<file path="config.mk">
export PLATFORM = sky130hd
export DESIGN_NAME = adc_scan_ctrl
export DESIGN_NICKNAME = d
export VERILOG_FILES = /design/src/rtl/adc_scan_ctrl.sv
export SDC_FILE = /design/constraint.sdc
export NUM_CORES = 1
export LEC_CHECK = 0
export CORE_MARGIN = 5
export CORE_UTILIZATION = 43
export CTS_BUF_LIST = sky130_fd_sc_hd__clkbuf_4 sky130_fd_sc_hd__clkbuf_8 sky130_fd_sc_hd__clkbuf_16
export DETAILED_ROUTE_END_ITERATION = 10
export PLACE_DENSITY = 0.75
export SYNTH_ARGS = -nofsm -noshare
export SYNTH_HDL_FRONTEND = slang
export SYNTH_SLANG_ARGS = --single-unit
export TNS_END_PERCENT = 1
</file>
<file path="constraint.sdc">
create_clock -name clk -period 1.35 [get_ports clk]
set_input_delay 0.2025 -clock clk [delete_from_list [all_inputs] [get_ports clk]]
set_output_delay 0.2025 -clock clk [all_outputs]
set_load 0.02 [all_outputs]
</file>
<file path="src/rtl/adc_scan_ctrl.sv">
// Multi-channel ADC scan sequencer: mux select, settle, sample strobe, capture, valid/ready result.
// Define ADC_SCAN_AVG_EN to convert each channel four times and return the truncated mean.
module adc_scan_ctrl #(
  parameter int NCH    = 4,
  parameter int CH_W   = 2,
  parameter int SETTLE = 3
) (
  input  logic              clk,
  input  logic              rst_n,
  input  logic              start,
  input  logic              cont,
  input  logic              abort,
  input  logic [NCH-1:0]    ch_en,
  output logic [CH_W-1:0]   mux_sel,
  output logic              adc_sample,
  input  logic [9:0]        adc_dout,
  output logic              res_valid,
  input  logic              res_ready,
  output logic [9:0]        res_data,
  output logic [CH_W-1:0]   res_ch,
  output logic              busy
);

  localparam int DATA_W = 10;
  localparam int CNT_W  = $clog2(SETTLE + 1);

  typedef enum logic [2:0] {
    S_IDLE,
    S_SETTLE,
    S_SAMPLE,
    S_CAPTURE,
    S_OUTPUT
  } state_t;

  state_t           state;
  logic [NCH-1:0]   mask;
  logic [CNT_W-1:0] cnt;
  logic [CH_W:0]    next_hi;
`ifdef ADC_SCAN_AVG_EN
  logic [11:0]      acc;
  logic [1:0]       smp;
`endif

  function automatic logic [CH_W-1:0] lowest_ch(input logic [NCH-1:0] m);
    logic [CH_W-1:0] r;
    r = '0;
    for (int i = NCH - 1; i >= 0; i--)
      if (m[i]) r = CH_W'(i);
    return r;
  endfunction

  // {found, index} of the lowest enabled channel strictly above cur
  function automatic logic [CH_W:0] next_above(input logic [NCH-1:0] m, input logic [CH_W-1:0] cur);
    logic [CH_W:0] r;
    r = '0;
    for (int i = NCH - 1; i >= 0; i--)
      if (m[i] && (i > int'(cur))) r = {1'b1, CH_W'(i)};
    return r;
  endfunction

`ifdef ADC_SCAN_AVG_EN
  function automatic logic [DATA_W-1:0] mean4(input logic [11:0] sum);
    return sum[11:2];
  endfunction
`endif

  assign next_hi = next_above(mask, mux_sel);

  always_ff @(posedge clk or negedge rst_n) begin
    if (!rst_n) begin
      state      <= S_IDLE;
      mask       <= '0;
      cnt        <= '0;
      mux_sel    <= '0;
      adc_sample <= 1'b0;
      res_valid  <= 1'b0;
      res_data   <= '0;
      res_ch     <= '0;
      busy       <= 1'b0;
`ifdef ADC_SCAN_AVG_EN
      acc        <= '0;
      smp        <= '0;
`endif
    end else if (abort && (state != S_IDLE)) begin
      state      <= S_IDLE;
      adc_sample <= 1'b0;
      res_valid  <= 1'b0;
      busy       <= 1'b0;
    end else begin
      case (state)
        S_IDLE: begin
          if (start && (|ch_en)) begin
            mask    <= ch_en;
            mux_sel <= lowest_ch(ch_en);
            cnt     <= '0;
            busy    <= 1'b1;
            state   <= S_SETTLE;
          end
        end
        // ---- mux settling ----
        S_SETTLE: begin
`ifdef ADC_SCAN_AVG_EN
          acc <= '0;
          smp <= '0;
`endif
          if (cnt == CNT_W'(SETTLE - 1)) begin
            adc_sample <= 1'b1;
            state      <= S_SAMPLE;
          end else begin
            cnt <= cnt + CNT_W'(1);
          end
        end
        // ---- conversion strobe ----
        S_SAMPLE: begin
          adc_sample <= 1'b0;
          state      <= S_CAPTURE;
        end
        // ---- ADC result capture ----
        S_CAPTURE: begin
`ifdef ADC_SCAN_AVG_EN
          if (smp == 2'd3) begin
            res_data  <= mean4(acc + {2'b00, adc_dout});
            res_ch    <= mux_sel;
            res_valid <= 1'b1;
            state     <= S_OUTPUT;
          end else begin
            acc        <= acc + {2'b00, adc_dout};
            smp        <= smp + 2'd1;
            adc_sample <= 1'b1;
            state      <= S_SAMPLE;
          end
`else
          res_data  <= adc_dout;
          res_ch    <= mux_sel;
          res_valid <= 1'b1;
          state     <= S_OUTPUT;
`endif
        end
        // ---- result handshake ----
        S_OUTPUT: begin
          if (res_ready) begin
            res_valid <= 1'b0;
            if (next_hi[CH_W]) begin
              mux_sel <= next_hi[CH_W-1:0];
              cnt     <= '0;
              state   <= S_SETTLE;
            end else if (cont) begin
              mux_sel <= lowest_ch(mask);
              cnt     <= '0;
              state   <= S_SETTLE;
            end else begin
              busy  <= 1'b0;
              state <= S_IDLE;
            end
          end
        end
        default: begin
          adc_sample <= 1'b0;
          res_valid  <= 1'b0;
          busy       <= 1'b0;
          state      <= S_IDLE;
        end
      endcase
    end
  end

endmodule
</file>
* After elaboration in Yosys (flattened, before gate mapping)
Cells that the tools add are included.
Widths: inputs -> output; s select.
** Storage, ports and cells
- Register bits after elaboration :: 26
- Input bits :: 20
- Output and inout bits :: 17
- Logic and storage cells :: 93
** Operators by class
- Add/sub/neg operators :: 1
- $lt $le $gt $ge :: 3
- Eq/ne operators :: 17
- Mux-type cells :: 41
- Bitwise logic cells :: 1
- Reductions and logical operators :: 21
** Operators with widths (count)
- $mux 2 :: 17
- $mux 3 :: 7
- $ne 3x3->1 const B :: 6
- $pmux 3 s5 :: 1
- $mux 1 :: 11
- $reduce_and 5->1 :: 2
- $reduce_or 3->1 :: 3
- $eq 3x2->1 const B :: 2
- $ne 2x1->1 const B :: 3
- $ne 2x2->1 const B :: 3
- $pmux 1 s3 :: 2
- $pmux 2 s3 :: 1
- $reduce_and 2->1 :: 3
- $reduce_and 3->1 :: 2
- $reduce_and 6->1 :: 1
- $reduce_bool 3->1 :: 2
- $logic_and 1x1->1 :: 5
- $gt 2x2->1 const A :: 2
- $pmux 2 s2 :: 1
- $reduce_or 4->1 :: 1
- $eq 3x1->1 const B :: 1
- $eq 3x3->1 const B :: 1
- $logic_not 3->1 :: 1
- $add 2x1->2 const B :: 1
- 5 further kinds :: 5

* Logic depth before layout (Yosys ltp)
- Depth in word-level cells :: 9
- Depth in mapped cells :: 7
- Depth with buffers taken out :: 7

* Least setup slack after synthesis
OpenSTA, ideal clock, no wires.
- Kind :: reg2reg
- From :: register mux_sel[1]
- To :: register mux_sel[0]
- Library setup time :: 0.125 ns
- Data arrival time :: 1.463 ns
- Required time :: 1.225 ns
- Setup slack :: -0.238 ns
- Stages on the path, launching flop included :: 6
- Path buffers :: 0
- Period minus slack after synthesis :: 1.588 ns
- Path through :: dfrtp_1 nand2b_4 a21oi_2 nor3_4 o31ai_4 mux2_4
** Between the ends
- Word-level cells in the longest chain between the ends :: 8
- Elaborated cells on any way between the ends :: 14
- Classes of those cells :: order compare (3); eq/ne (1); mux (6); reduce/logical (4)
** RTL lines
- start, declared :: line 14 : output logic [CH_W-1:0] mux_sel,
- start signal, assigned :: line 94 : mux_sel <= lowest_ch(ch_en);
- start signal, assigned :: line 144 : mux_sel <= next_hi[CH_W-1:0];
- start signal, assigned :: line 148 : mux_sel <= lowest_ch(mask);
- $gt 2x2->1 :: line 57 : if (m[i] && (i > int'(cur))) r = {1'b1, CH_W'(i)};
- $logic_and 1x1->1 :: line 57
- $mux 3 (2 in a row) :: line 57
- $mux 3 (*) :: line 57
- $mux 2 :: line 143 : if (next_hi[CH_W]) begin
- $mux 2 :: line 141 : if (res_ready) begin
- $pmux 2 s2 :: line 90 : case (state)
Mark *: on every way between the ends. The rest lies on a longest branch, timed or not. The select of a mux whose other input is x is not followed.
A chain may end at the register's enable or synchronous reset.

* Final worst setup path
Ends and elaborated chain as after synthesis.

==> flow_summary.json <==
{
  "synthToLayoutAreaGrowth_pct": 50.77,
  "holdWs_ps": 206.9,
  "crit_arrival_ps": 1740,
  "synth_area_sq_mm": 0.001388,
  "dieHeight_um": 66.81,
  "rows": 20,
  "drt_iter0_drc": 47,
  "path_class": "reg -> reg",
  "drv_slew": 0,
  "status": "finished, violations left",
  "fmax_mhz": 668.0,
  "overflow": 0,
  "place_congestion": 0.8673,
  "r2r_slack_ps": -150,
  "tns_ps": -718.7,
  "p_per_area_mw_per_mm2": 1796,
  "dp.cells": 250,
  "synth_fp_nets": 169,
  "synth_cell_types": 40,
  "ir_drop_uv": 774.4,
  "synth_top_cell_area_share_pct": 46.89,
  "cp_max_fo": 5,
  "crit_buf_inv": 0,
  "vias": 1322,
  "antenna_found_initial": 0,
  "ys_async_sr_fraction_pct": 100.0,
  "met1Wirelength_um": 1501,
  "fin_crit_sh_pct": 110.9,
  "rsz0062_at_grt": "true",
  "synth_seq_cells": 26,
  "hpwl_um": 2843,
  "drt_first_pass_iters": 4,
  "io_buffers": 36,
  "hold_viol_final": 0,
  "yosysSeqAreaShare_pct": 46.89,
  "cp-endpoint": "mux_sel[0]",
  "synth_most_common_cell": "nand2_1",
  "clock-root-buffer": "clkbuf_4",
  "start_util_pct": 45.08,
  "place_ws_ps": -455.4,
  "syn_avg_cell_area_sq_um": 9.376,
  "synthFlopType": "dfrtp_1",
  "crit_family": "flip-flops",
  "r2r_cells": 5,
  "worst-path-stages": 5,
  "drc": 0,
  "setup_viol": 16,
  "cts_tree": "done",
  "grt_use_total_pct": 18.63,
  "worst_slew_pin_slew_ps": 343.4,
  "clkTransAtPathRegs_ps": 150,
  "combinationalPowerShare_pct": 50.5,
  "required_ps": 1590,
  "total_power_mw": 3.757,
  "hp-class": "in -> async",
  "p_leak_nw": 1.038,
  "internal-power_mw": 2.271,
  "h-tree-depth": 1,
  "period_minus_slack_ps": 1497,
  "cp_slowest_cell": "dfrtp_2",
  "synth_edf_count": 0,
  "cp-start-kind": "flop",
  "num_io_pins": 37,
  "routed_wirelength_um": 3949,
  "drive_above_1_share_pct": 31.13,
  "end_kind": "flop",
  "fin_cells": 256,
  "cts_buffer_depth": 2,
  "clkLatencyLatePin_ps": 340,
  "p_sw_mw": 1.486,
  "crit_start": "mux_sel[1]",
  "yosys-top-cells-count": "nand2_1 (40), dfrtp_1 (26), nor2_1 (12)",
  "die_area_sq_mm": 0.004463,
  "fp.dieW_um": 66.81,
  "core_sq_mm": 0.003078,
  "violations": "negative setup slack",
  "switching_share_pct": 39.56,
  "setup_ws_ps": -147.1,
  "hold_buffers": 0,
  "grt_pass1_vias": 1361,
  "grt_max_degree": 27,
  "seqPwrFrac_pct": 34.7,
  "grt_pass1_wl_um": 6216,
  "cts_sinks": 26,
  "critPathMaxStageDelay_ps": 460,
  "antennaDiodeCount": 0,
  "finClkSkew_ps": 6.701,
  "wl_per_cell_um": 15.43,
  "synth.area.top_cells": "dfrtp_1 (47%), nand2_1 (11%), nor2_1 (3.2%)",
  "met2_length_um": 2118,
  "netlist_instances": 148,
  "fill_cells": 251,
  "yosysTopAreaCell": "dfrtp_1",
  "critical_path.cell_chain": "nand2b_4, a21oi_4, nor3_4, o31ai_4, mux2_4",
  "reg2reg_to": "mux_sel[0]",
  "power.share.clock_pct": 14.8,
  "reg2reg_from": "mux_sel[1]",
  "relSlewSlack_pct": 77.11,
  "nets": 234,
  "highest_layer": "met4",
  "drv_cap": 0,
  "met3_length_um": 203,
  "viasPerCell": 5.164,
  "yosysWarnings": 0,
  "ant_nets": 0,
  "numCtsBuffers": 3
}
power by group through the flow:
| stage | sequential (mW) | clock (mW) | combinational [mW] |
|---|---|---|---|
| floorplan | 1.46 | 0 | 0.880 |
| global placement | 1.29 | 0 | 1.81 |
| detailed placement | 1.31 | 0 | 1.87 |
| CTS | 1.30 | 0.563 | 1.79 |
| global route | 1.34 | 0.603 | 2.06 |
| finish | 1.30 | 0.558 | 1.90 |
repair_timing:
item / 4_1_cts / 5_1_grt
setup buffers: 0 / 2
gates resized for setup: 22 / 19
endpoints found under the setup margin: 37 / 24
endpoints found under the hold margin: 0 / 0
pin swaps: 2 / 5
how the worst min path moves through the flow:
stage                  endpoint  cells past startpoint
finish              res_data[9]                      2
detailed placement  res_data[9]                      2
floorplan            adc_sample                      0
global placement    res_data[2]                      2
CTS                 res_data[9]                      2
global route        res_data[9]                      2
metal layers:
layer,track usage [%],vias to the layer above
met4,5.584,0
met5,0,-
met3,4.047,13
met1,21.15,641
li1,-,632
met2,34.41,36
layout by cell type, fill, tap and decap left out, types with 2 or more instances in the layout:
cell type	instances
o21ai_0	5
nand2_2	2
nand2_1	40
buf_6	2
dfrtp_1	22
a31oi_1	2
mux2i_1	2
buf_4	29
dfrtp_2	4
dlymetal6s2s_1	2
inv_1	6
dlygate4sd2_1	15
clkbuf_4	3
a22oi_1	2
nand3_1	2
mux2_2	3
o21bai_1	2
a21oi_1	5
clkdlybuf4s50_1	17
nor2_1	9
nor2_2	3
nor3_1	3
nor2b_1	2
cell families (layout without fill, tap and decap cells):
kind of cell / count (synthesis) / after routing / share of synthesized area, %
muxes: 6 / 6 / 4.959
and+or+nand+nor: 72 / 72 / 26.24
DFF: 26 / 26 / 46.89
buffers and inverters: 14 / 78 / 5.951
AOI/OAI and AO/OA: 29 / 29 / 15.06
adders and majority gates: 1 / 1 / 0.9016
flip-flops by register name, summed over array words and instances (netlist names):
signal	count
adc_sample	1
res_ch	2
res_data	10
mask	4
mux_sel	2
busy	1
state	3
cnt	2
res_valid	1
through the flow:
step           instance area, sq um  util (%)
2_1_floorplan                  1398         -
3_3_place_gp                   1974     64.15
3_5_place_dp                   1974     64.15
4_1_cts                        2017     65.53
5_1_grt                        2092     67.97
6_report                       2092     67.97
cell type report:
| cell class | count | area [sq um] | share of cell area, % |
|---|---|---|---|
| timing repair buffer | 67 | 581.8 | 27.81 |
| inverter | 7 | 26.28 | 1.256 |
| tap | 44 | 55.05 | 2.632 |
| sequential | 26 | 655.6 | 31.34 |
| multi-input combinational | 108 | 720.7 | 34.45 |
| clock inverter | 1 | 30.03 | 1.435 |
| clock buffer | 3 | 22.52 | 1.077 |
worst register-to-register path, stage by stage, from the launching register on:
cell	delay [ps]
dfrtp_2	460
nand2b_4	160
a21oi_4	150
nor3_4	80
o31ai_4	220
mux2_4	330
No activity file was read; power rests on OpenSTA's default activity.
